===== config.mk =====
export PLATFORM = sky130hd
export DESIGN_NAME = seq_event_monitor
export DESIGN_NICKNAME = d
export VERILOG_FILES = /design/src/rtl/seq_event_monitor.sv
export SDC_FILE = /design/constraint.sdc
export NUM_CORES = 1
export LEC_CHECK = 0
export ABC_AREA = 1
export CORE_UTILIZATION = 55
export DETAILED_ROUTE_END_ITERATION = 8
export PLACE_DENSITY = 0.86
export SLEW_MARGIN = 20
export SYNTH_ARGS = -nofsm -noshare
export SYNTH_HDL_FRONTEND = slang
export SYNTH_SLANG_ARGS = --single-unit

===== constraint.sdc =====
create_clock -name Clock -period 5.55 [get_ports Clock]
set_input_delay 1.665 -clock Clock [delete_from_list [all_inputs] [get_ports Clock]]
set_output_delay 1.665 -clock Clock [all_outputs]
set_load 0.03 [all_outputs]

===== src/rtl/seq_event_monitor.sv =====
// Event/run statistics for the run detector's z output, kept in packed 2-digit BCD
// so the four active-low seven-segment displays can be driven directly.
module seq_event_monitor (
  input  logic       Clock,
  input  logic       Resetn,
  input  logic       step,
  input  logic       z,
  input  logic       clear,
  output logic [7:0] event_cnt,
  output logic [7:0] run_len,
  output logic [7:0] max_run,
  output logic       ovf,
  output logic [6:0] HEX3,
  output logic [6:0] HEX2,
  output logic [6:0] HEX1,
  output logic [6:0] HEX0
);

  logic       z_prev;
  logic [7:0] run_next;
  logic       rise;

  // BCD increment that holds at 99 instead of wrapping to 00
  function automatic logic [7:0] bcd_inc_sat(input logic [7:0] v);
    logic [7:0] r;
    if (v == 8'h99)
      r = 8'h99;
    else if (v[3:0] == 4'd9)
      r = {v[7:4] + 4'd1, 4'd0};
    else
      r = {v[7:4], v[3:0] + 4'd1};
    return r;
  endfunction

  function automatic logic [6:0] seg7(input logic [3:0] d);
    logic [6:0] s;
    case (d)
      4'd0:    s = 7'b1000000;
      4'd1:    s = 7'b1111001;
      4'd2:    s = 7'b0100100;
      4'd3:    s = 7'b0110000;
      4'd4:    s = 7'b0011001;
      4'd5:    s = 7'b0010010;
      4'd6:    s = 7'b0000010;
      4'd7:    s = 7'b1111000;
      4'd8:    s = 7'b0000000;
      4'd9:    s = 7'b0010000;
      default: s = 7'b1111111;
    endcase
    return s;
  endfunction

  assign run_next = z ? bcd_inc_sat(run_len) : 8'h00;
  assign rise     = z & ~z_prev;

  always_ff @(posedge Clock) begin
    if (!Resetn || clear) begin
      z_prev    <= 1'b0;
      event_cnt <= 8'h00;
      run_len   <= 8'h00;
      max_run   <= 8'h00;
      ovf       <= 1'b0;
    end else if (step) begin
      z_prev  <= z;
      run_len <= run_next;
      // packed BCD orders the same as unsigned binary, so a plain compare works
      if (run_next > max_run)
        max_run <= run_next;
      if (rise) begin
        if (event_cnt == 8'h99)
          ovf <= 1'b1;
        else
          event_cnt <= bcd_inc_sat(event_cnt);
      end
    end
  end

  assign HEX3 = seg7(event_cnt[7:4]);
  assign HEX2 = seg7(event_cnt[3:0]);
  assign HEX1 = seg7(max_run[7:4]);
  assign HEX0 = seg7(max_run[3:0]);

endmodule


# Yosys cells after proc, flatten, opt, wreduce, memory -nomap -nowiden
# Memory sizes are Yosys's and may differ from the RTL's. A register that Yosys moved wholly into a read port is not among the register bits.
# Cells that the tools add are included.
dict set report totals {
  n_memories 4
  regBits 26
  romBits 448
  latch_bits 0
  word_cells 40
  ram_bits 0
  inputBits 5
}
dict set report classes {
  muxes 12
  order_cmp 1
  multipliers 0
  n_div 0
  n_addsub 4
  reduce_logical 6
  shift 0
  bitwise_logic 3
  n_eq_ne 4
}
# name depth width rd rd_clocked_by_memory_dff write_ports line
set memory_table {}
lappend memory_table {{(no name shown)} 16 7 1 1 0 37} ;# case (d)
lappend memory_table {{(no name shown)} 16 7 1 1 0 37}
lappend memory_table {{(no name shown)} 16 7 1 1 0 37}
lappend memory_table {{(no name shown)} 16 7 1 1 0 37}
# op count
set ops {}
lappend ops {{$mux 4} 9}
lappend ops {{$mux 8} 3}
lappend ops {{$add 4x1->4 const B} 4}
lappend ops {{$eq 8x8->1 const B} 2}
lappend ops {{$eq 4x4->1 const B} 2}
lappend ops {{$gt 8x8->1} 1}
lappend ops {{$reduce_and 3->1} 2}
lappend ops {{$reduce_and 4->1} 1}
lappend ops {{$not 1->1} 2}
lappend ops {{$reduce_and 2->1} 1}
lappend ops {{$and 1x1->1} 1}
lappend ops {{$logic_not 1->1} 1}
lappend ops {{$logic_or 1x1->1} 1}

# Depth between registers and ports, before layout
# Gate-level depths: netlist (run 1).
dict set report depth {
  depth_word 8
  mapped_depth 23
}

# Worst setup path after synthesis (run 1)
# Ideal clock, no wire load.
dict set report synth_timing {
  path_kind {input port to flip-flop}
  startpoint {input z}
  endpoint {register, netlist name HEX0[3]}
  t_arrival_ns 3.675
  stages 18
  setup_slack_ns 1.760
  cell_sequence {buf_4 inv_2 nor2_1 nand2_1 inv_1 ha_1 nand2_1 nor2_2 nand2_1 nand2_2 nand2_4 nand2_1 nand3_1 ha_1 inv_1 nand4_1 nand3_1 nand2_1}
}
dict set report synth_between {
  elab_chain_cells 5
}
# element line
set synth_rtl {}
lappend synth_rtl {{from (decl)} 7} ;# input logic z,
lappend synth_rtl {{$mux 8} 53} ;# assign run_next = z ? bcd_inc_sat(run_len) : 8'h00;
lappend synth_rtl {{via run_next[6]} 20} ;# logic [7:0] run_next;
lappend synth_rtl {{$gt 8x8->1} 67} ;# if (run_next > max_run)
lappend synth_rtl {{$reduce_and 2->1 (no source line)} --}
lappend synth_rtl {{$mux 4 (no source line) (2 in a row)} --}
# The timed path passes the listed nets, and every way through them passes these cells.
# A chain may end at the register's enable or synchronous reset.

# Final worst setup path (run 1)
dict set report layout_timing {
  startpoint {input z}
  endpoint {register, netlist name HEX0[3]}
}
dict set report layout_between {
  elab_chain_cells 5
}
# element line
set layout_rtl {}
lappend layout_rtl {{$mux 8} 53}
lappend layout_rtl {{via run_next[5]} 20}
lappend layout_rtl {{$gt 8x8->1} 67}
lappend layout_rtl {{$reduce_and 2->1 (no source line)} --}
lappend layout_rtl {{$mux 4 (no source line) (2 in a row)} --}
# The timed path passes the listed nets, and every way through them passes these cells.

==> summary.txt, run 1 <==
STA
  • Final min period: 4260 ps
  • Sum Neg Setup Slack: 0 ps
  • Hold slack: 469 ps
  • Setup violators final: 0
  • Tcrit/Tclk final: 76.7%
  • Final hold vios: 0
  • RSZ-0062 raised after global routing: no
  • Pins Over Slew Limit: 0
  • Relative slew slack: 49.3%
  • Tightest Pin Transition: 760 ps
  • Fmax: 235 MHz
  • Worst Clk Skew: 8.86 ps

Clock network
  • CTS tree: built
  • Clock transition at path regs: 90 ps
  • Clk_lat worst skew: 310 ps
  • Num CTS Buffers: 5
  • Hold_buf cts: 0
  • Post-CTS sizing: 0
  • CTS Sinks: 54
  • Clk root buf: clkbuf_8
  • Clk buf depth: 2
  • Depth of the CTS H-tree: 2
  • Post-CTS Setup Inserts: 0

Routing
  • Total number of vias: 2,751
  • Remaining DRCs: 0
  • Initial DRC Count: 91
  • Detail Route Antenna Nets: 0
  • Router iterations before antenna repair: 4
  • Routed WL: 6.02 mm
  • Detailed-route vias per instance: 4.98
  • Post-DR wirelength/cell: 10.9 um

Power
  • Internal power: 662 uW
  • Clock network power share: 25.6%
  • Sw power: 336 uW
  • Total Power: 998 uW
  • P per Cell Area: 258 nW/um2
  • Reg power frac: 43.3%
  • Leak: 2.03 nW
  • Gate power share: 31.1%
  • Sw Share: 33.7%
  • Worst ir drop on vdd: 175 uV

Synth
  • Synth area leader: dfxtp_1
  • Sequential area share after synthesis: 34.8%
  • Seq cells post-synth: 54
  • Post-synth net total: 458
  • Synth cell types: 30
  • Mapped Area: 3110 um2
  • Syn Area/Cell: 7.42 um2
  • Synth top area cells: dfxtp_1 (35%), ha_1 (14%), nand2_1 (12%)
  • Synth top area share: 34.8%
  • Cells after synthesis: 419
  • Ys Warns: 0

Hold path
  • Worst hold-check path type: reg -> reg

Floorplanning
  • # rows: 27
  • Die area: 5960 um2
  • Die height: 77.2 um
  • Initial Util: 56.8%
  • Die width: 77.2 um
  • Ports: 58
  • Placeable Area: 5470 um2

Critical path
  • WP data required: 5750 ps
  • Crit start category: primary input
  • Kind of critical path: in -> reg
  • Crit path DAT: 4460 ps
  • CP Capture Type: register
  • Crit path max fanout: 9

Placement
  • IO buf count: 57
  • Final Wtd Congestion: 0.887
  • Placed cell count: 544
  • Area after DPL: 3760 um2
  • Final HPWL DP: 4.61 mm

Cells and area
  • Finished Layout Cells: 552
  • Most frequent cells in the layout: nand2_1 (103), inv_1 (66), clkdlybuf4s50_1 (57), dfxtp_1 (54), nand3_1 (49)
  • Antenna diode count: 0
  • Most common cell after layout, fill and taps aside: nand2_1
  • Share of post-route cells with drive strength above 1: 11.0%
  • Syn-to-layout area delta: 24.4%
  • Design Area, Final: 3870 um2
  • Nets: 518

GRT
  • Vias in the first global route: 2,439
  • Total Routing Usage GR: 21.6%
  • Initial antenna violation count: 0
  • Largest net degree at the start of global routing: 18
  • Overflow after GRT: 0
  • First-pass GRT wire length: 10.6 mm

Status
  • Status: complete, no violations

Flow run
  • Max-cap violation count: 0
## state kept, by name, indices dropped and copies added, names as in the netlist
| name | cells |
|---|---|
| HEX1 | 7 |
| run_len | 8 |
| max_run | 8 |
| HEX2 | 7 |
| ovf | 1 |
| event_cnt | 8 |
| HEX0 | 7 |
| z_prev | 1 |
| HEX3 | 7 |
## metal layers
layer	part of all wire (%)	GRT usage (%)	vias to the layer above
li1	-	-	1441
met1	46	26.8	1242
met2	48	37.3	60
met3	4.4	4.29	8
met4	1.3	6.79	0
met5	0	0	-
## per-stage QoR
step / setup WS [ps] / util [%]
4_1_cts: 1320 / 70.7
3_3_place_gp: 1170 / 68.7
2_1_floorplan: 1760 / -
6_report: 1290 / 70.7
5_1_grt: 1060 / 70.7
3_5_place_dp: 994 / 68.7
## critical path, cell delays in order
cell and delay, ps:
clkdlybuf4s50_1 640, inv_2 100, nor2_1 100, nand3_1 80
nand2_1 120, ha_1 260, nand2_1 90, nor2_2 50
a21oi_4 270, nand2_4 140, nand2_1 90, nand3_1 180
ha_1 330, inv_1 50, nand4_1 120, nand3_1 110
nand2_1 50
## cell type report
cell class	instances	area, um2
Sequential cell	54	1080
Timing Repair Buffer	59	586
Fill cell	439	1610
Clock inverter	2	37.5
Multi-Input combinational cell	282	1710
Tap cell	72	90.1
Clock buffer	6	72.6
Inverter	77	292
## power by group through the flow
| stage | clock network [mW] | logic (mW) | registers [mW] |
|---|---|---|---|
| after floorplan | 0 | 0.153 | 0.503 |
| after CTS | 0.263 | 0.310 | 0.432 |
| after global routing | 0.281 | 0.340 | 0.435 |
| after global placement | 0 | 0.302 | 0.440 |
| after detailed placement | 0 | 0.309 | 0.441 |
| final | 0.256 | 0.311 | 0.431 |
## synthesized netlist by cell type, drive strengths merged
master and n:
nand2 116, inv 76, nand3 57, dfxtp 54
ha 34, nor2 22, o21ai 18, a21oi 16
nand4 9, clkbuf 4, xor2 4, nand3b 3
buf 2, a21o 1, clkinv 1, o211ai 1
xnor2 1
## logic make-up after synthesis
family	Yosys count	synth area share (%)
xor+xnor	5	1.41
flops	54	34.8
compound gates	36	7.04
buf+inv	83	10.3
simple gates	207	32.8
fa+ha+maj	34	13.7
## worst paths after layout
kind / from / endpoint / slack [ps] / cells past startpoint
min reg2reg: ovf / ovf / 470 / 2
max: z / HEX0[3] / 1290 / 17
max reg2reg: run_len[0] / HEX0[3] / 2260 / 21
min: ovf / ovf / 470 / 2
(Power assumes the default switching activity.)
==> run 2: changes to the inputs <==
Settings changed: CORE_UTILIZATION 55 to 52, PLACE_DENSITY 0.86 to 0.82.
Clock period 5.55 ns to 4 ns, I/O delays scaled along.
==> summary.txt, run 2 (synthesis results as in run 1) <==
STA
  • Relative slew slack: 72.1% (+23 points)
  • RSZ-0062 raised after global routing: no
  • Pins Over Slew Limit: 0 (unchanged)
  • Tcrit/Tclk final: 93.0%
  • Tightest Pin Transition: 417 ps (-343 ps)
  • Sum Neg Setup Slack: 0 ps (unchanged)
  • Final hold vios: 0 (unchanged)
  • Hold slack: 477 ps (+7.99 ps)
  • Final min period: 3720 ps
  • Fmax: 269 MHz
  • Worst Clk Skew: 11.7 ps (+2.87 ps)
  • Setup violators final: 0 (unchanged)

Routing
  • Post-DR wirelength/cell: 11.4 um (+4.2%)
  • Remaining DRCs: 0 (unchanged)
  • Detailed-route vias per instance: 4.95 (-0.68%)
  • Routed WL: 6.35 mm (+5.5%)
  • Router iterations before antenna repair: 4 (unchanged)
  • Detail Route Antenna Nets: 0 (unchanged)
  • Initial DRC Count: 101 (+11%)
  • Total number of vias: 2,767 (+0.58%)

GRT
  • Largest net degree at the start of global routing: 25 (+7)
  • First-pass GRT wire length: 10.8 mm (+2.6%)
  • Vias in the first global route: 2,472 (+1.4%)
  • Total Routing Usage GR: 21.7% (+0.13 points)
  • Initial antenna violation count: 0 (unchanged)
  • Overflow after GRT: 0 (unchanged)

Power
  • Gate power share: 31.2% (about the same)
  • Worst ir drop on vdd: 244 uV (+40%)
  • P per Cell Area: 361 nW/um2 (+40%)
  • Sw power: 492 uW (+47%)
  • Internal power: 926 uW (+40%)
  • Clock network power share: 26.6% (+1.0 points)
  • Sw Share: 34.7% (+1.0 points)
  • Leak: 2.06 nW (+1.9%)
  • Reg power frac: 42.2% (-1.1 points)

Cells and area
  • Nets: 525 (+1.4%)
  • Antenna diode count: 0 (unchanged)
  • Share of post-route cells with drive strength above 1: 12.9% (+1.9 points)
  • Largest registers: event_cnt x8, max_run x8, run_len x8
  • Most frequent cells in the layout: nand2_1 (103), inv_1 (66), clkdlybuf4s50_1 (57), dfxtp_1 (54), nand3_1 (49)
  • Syn-to-layout area delta: 26.4%
  • Most common cell after layout, fill and taps aside: nand2_1

Floorplanning
  • Ports: 58 (unchanged)
  • Die height: 79.3 um (+2.8%)
  • # rows: 27 (unchanged)
  • Initial Util: 55.1% (-1.7 points)
  • Placeable Area: 5640 um2 (+3.1%)
  • Die width: 79.3 um (+2.8%)
  • Die area: 6290 um2 (+5.6%)

Critical path
  • CP Capture Type: register
  • Crit path max fanout: 9 (unchanged)
  • Crit path DAT: 3930 ps (-530 ps)
  • WP data required: 4210 ps (-1540 ps)
  • Kind of critical path: in -> reg
  • Crit start category: primary input

Placement
  • Final Wtd Congestion: 0.835 (-5.9%)
  • IO buf count: 57 (unchanged)
  • Final HPWL DP: 4.86 mm (+5.5%)

Clock network
  • Post-CTS sizing: 0 (unchanged)
  • Clk buf depth: 2 (unchanged)
  • Clk root buf: clkbuf_8
  • Hold_buf cts: 0 (unchanged)
  • Clock transition at path regs: 110 ps (+20 ps)
  • Num CTS Buffers: 5 (unchanged)
  • Post-CTS Setup Inserts: 0 (unchanged)
  • Depth of the CTS H-tree: 2 (unchanged)
  • CTS tree: built
  • Clk_lat worst skew: 320 ps (about the same)
  • CTS Sinks: 54 (unchanged)

Flow run
  • Max-cap violation count: 0 (unchanged)

Status
  • Status: complete, no violations

Hold path
  • Worst hold-check path type: reg -> reg
-- run 2: changes by cell type in the layout (fill, tap and decap cells not counted) --
cell / before / now
nor2_1: 14 / 12
buf_4: 2 / 9
clkinvlp_4: 1 / 0
clkinv_4: 0 / 1
clkbuf_1: 1 / 0
nor2_2: 4 / 6
inv_6: 0 / 1
-- run 2: final timing paths --
| path | from | end | slack (ps) | depth (start not counted) |
|---|---|---|---|---|
| setup / recovery | z | HEX1[3] | 280 | 17 |
| setup reg to reg | run_len[0] | HEX1[3] | 790 | 21 |
| hold reg to reg | ovf | ovf | 480 | 2 |
| hold / removal | ovf | ovf | 480 | 2 |
-- run 2: critical path, stage by stage --
cell and delay [ps]:
clkdlybuf4s50_1 620, inv_2 90, nor2_1 90, nand3_1 80, nand2_1 110, ha_1 250, nand2_1 90, nor2_2 50
a21oi_4 280, nand2_4 140, nand2_1 80, nand3_1 190, ha_1 340, inv_1 50, nand4_1 110, nand3_1 110
nand2_1 50
-- run 2: cell type report --
| cell class | instances | area [um2] |
|---|---|---|
| Multi-Input combinational cell | 282 | 1710 |
| Fill cell | 470 | 1710 |
| Sequential cell | 54 | 1080 |
| Timing Repair Buffer | 66 | 638 |
| Inverter | 77 | 292 |
| Tap cell | 72 | 90.1 |
| Clock buffer | 5 | 68.8 |
| Clock inverter | 3 | 47.5 |
-- run 2: per-stage QoR --
stage	power, mW	instance area (um2)	std cells	setup slack, ps	utilization [%]
floorplan	0.909	3110	419	675	-
global placement	1.04	3810	551	96.9	67.5
detailed placement	1.05	3810	551	-45.6	67.5
CTS	1.43	3930	559	270	69.6
global route	1.50	3930	559	10.6	69.7
finish	1.42	3930	559	280	69.7
-- run 2: power by group through the flow --
stage	registers, mW	clock network (mW)	logic [mW]
after floorplan	0.697	0	0.212
after CTS	0.599	0.388	0.438
final	0.599	0.377	0.442
after global routing	0.603	0.410	0.486
after global placement	0.611	0	0.425
after detailed placement	0.612	0	0.434
-- run 2: metal layers --
layer	track usage (%)	wire, um	vias up
met2	36.2	2970	76
met3	4.14	293	11
met1	27.2	2970	1232
li1	-	-	1448
met5	0	0	-
met4	9.45	121	0
==> patch: new RTL, flow settings as in run 1 <==
Register the outputs `HEX3`, `HEX2`, `HEX1` and `HEX0`; this adds one clock of latency there. The other outputs are not delayed to match.
--- a/src/rtl/seq_event_monitor.sv
+++ b/src/rtl/seq_event_monitor.sv
@@ -75,10 +75,12 @@
     end
   end
 
-  assign HEX3 = seg7(event_cnt[7:4]);
-  assign HEX2 = seg7(event_cnt[3:0]);
-  assign HEX1 = seg7(max_run[7:4]);
-  assign HEX0 = seg7(max_run[3:0]);
+  always_ff @(posedge Clock) begin
+    HEX3 <= seg7(event_cnt[7:4]);
+    HEX2 <= seg7(event_cnt[3:0]);
+    HEX1 <= seg7(max_run[7:4]);
+    HEX0 <= seg7(max_run[3:0]);
+  end
 
 endmodule
 
Formal check against the unedited RTL: not equivalent (Yosys sat finds a counterexample within 4 cycles, from zero or initial values).
==> patch against run 1 <==
Synthesized area decreased by 11%. Routed wire length decreased by 6.9%. Total power decreased by 8.2%. Sequential cell count unchanged. Setup slack improved by 430 ps. Design area decreased by 11%. Highest routed layer unchanged. Combinational power decreased by 18%. Largest power group unchanged.
==> patch: results (changes against run 1) <==
Max Clock Skew: 4.05 ps (-4.81 ps)
Syn Nets: 392 (-14%)
RePlAce Congestion: 0.932 (+5.0%)
Total Routing Usage GR: 22.6% (+1.0 points)
Slew HR: 50.6% (+1.3 points)
r2r setup slk: 2860 ps (+600 ps)
Vias/cell: 5.03 (+1.0%)
top cells by area, synth: dfxtp_1 (39%), ha_1 (14%), nand2_1 (7.9%)
crit-path max cell delay: 660 ps (+20 ps)
Nets: 447 (-14%)
Reg-to-Reg Start: run_len[0]
Logic pwr share: 27.9% (-3.2 points)
P_clk: 0.221 mW (-14%)
share of layout cells above drive strength 1: 7.30% (-3.7 points)
Filler cells: 367 (-16%)
status: finished clean
first-pass GRT wire length: 9270 µm (-12%)
DR iter-0 viols: 139 (+53%)
critical path fanouts, max: 13 (+4)
largest net degree at the start of global routing: 19 (+1)
post-placement cell count: 470 (-14%)
top post-synthesis cells by count: nand2_1 (58), dfxtp_1 (54), o21ai_0 (43), inv_1 (39), nor2_1 (35)
Avg Cell Area, Syn: 7.78 µm² (+4.9%)
HPWL Detailed: 4160 µm (-9.7%)
CTS clk-pin slew, worst paths: 90 ps (about the same)
RR Endpoint: max_run[4]
Reg2Reg Depth: 14 (-33%)
leak pwr: 1.56 nW (-23%)
Synth warnings: 0 (unchanged)
post-place instance area: 0.00337 mm² (-10%)
peak supply drop: 0.000193 V (+10%)
switching power share of the total: 32.7% (-0.93 points)
vias in the first global route: 2,088 (-14%)
Seq/Total Area, Yosys: 39.1% (+4.4 points)
patch: layer usage:
layer,up-vias,wire length (µm),global-route usage [%]
met1,1080,2570,29.3
li1,1252,-,-
met4,0,99,8.28
met5,-,0,0
met2,67,2670,37.7
met3,7,259,4.28
patch: kinds of logic (layout without fill, tap and decap cells):
logic type / count (synthesis) / count (layout) / synth area share (%)
xor gates and xnor gates: 5 / 5 / 1.59
and+or+nand+nor: 127 / 127 / 21.1
buffers and inverters: 56 / 112 / 8.33
AOI/OAI and AO/OA: 81 / 81 / 15.4
DFF: 54 / 54 / 39.1
adders and majority gates: 32 / 32 / 14.5
patch: worst max-delay path by stage:
stage,from,endpoint,slack [ps],cells after the start
after global routing,z,max_run[4],1470,12
after floorplan,z,max_run[5],2330,12
after detailed placement,z,max_run[7],1420,12
after CTS,z,max_run[7],1740,12
after global placement,z,max_run[4],1520,12
final,z,max_run[4],1720,12
patch: cell type report:
class	instances	area (µm²)	area share (%)
timing repair buffer	57	571	16.5
tap	67	83.8	2.42
clock buffer	7	86.3	2.50
sequential	54	1080	31.3
clock inverter	1	5.00	0.145
multi-input combinational	245	1450	42.0
inverter	47	179	5.18
patch: worst reg2reg max path: cells and delay by family, from the launching register on:
kind,cells,cell delay (ps)
AO/OA/AOI/OAI,1,430
adder cells (fa/ha/maj),2,540
buffers and inverters,1,70
flip-flops,1,450
AND/OR/NAND/NOR,10,1140
patch: stage by stage:
| step | power [mW] | hold WS (ps) | setup WS [ps] |
|---|---|---|---|
| finish | 0.915 | 492 | 1720 |
| global route | 0.964 | 532 | 1470 |
| CTS | 0.919 | 493 | 1740 |
| detailed placement | 0.702 | 473 | 1420 |
| global placement | 0.694 | 454 | 1520 |
| floorplan | 0.621 | 475 | 2330 |
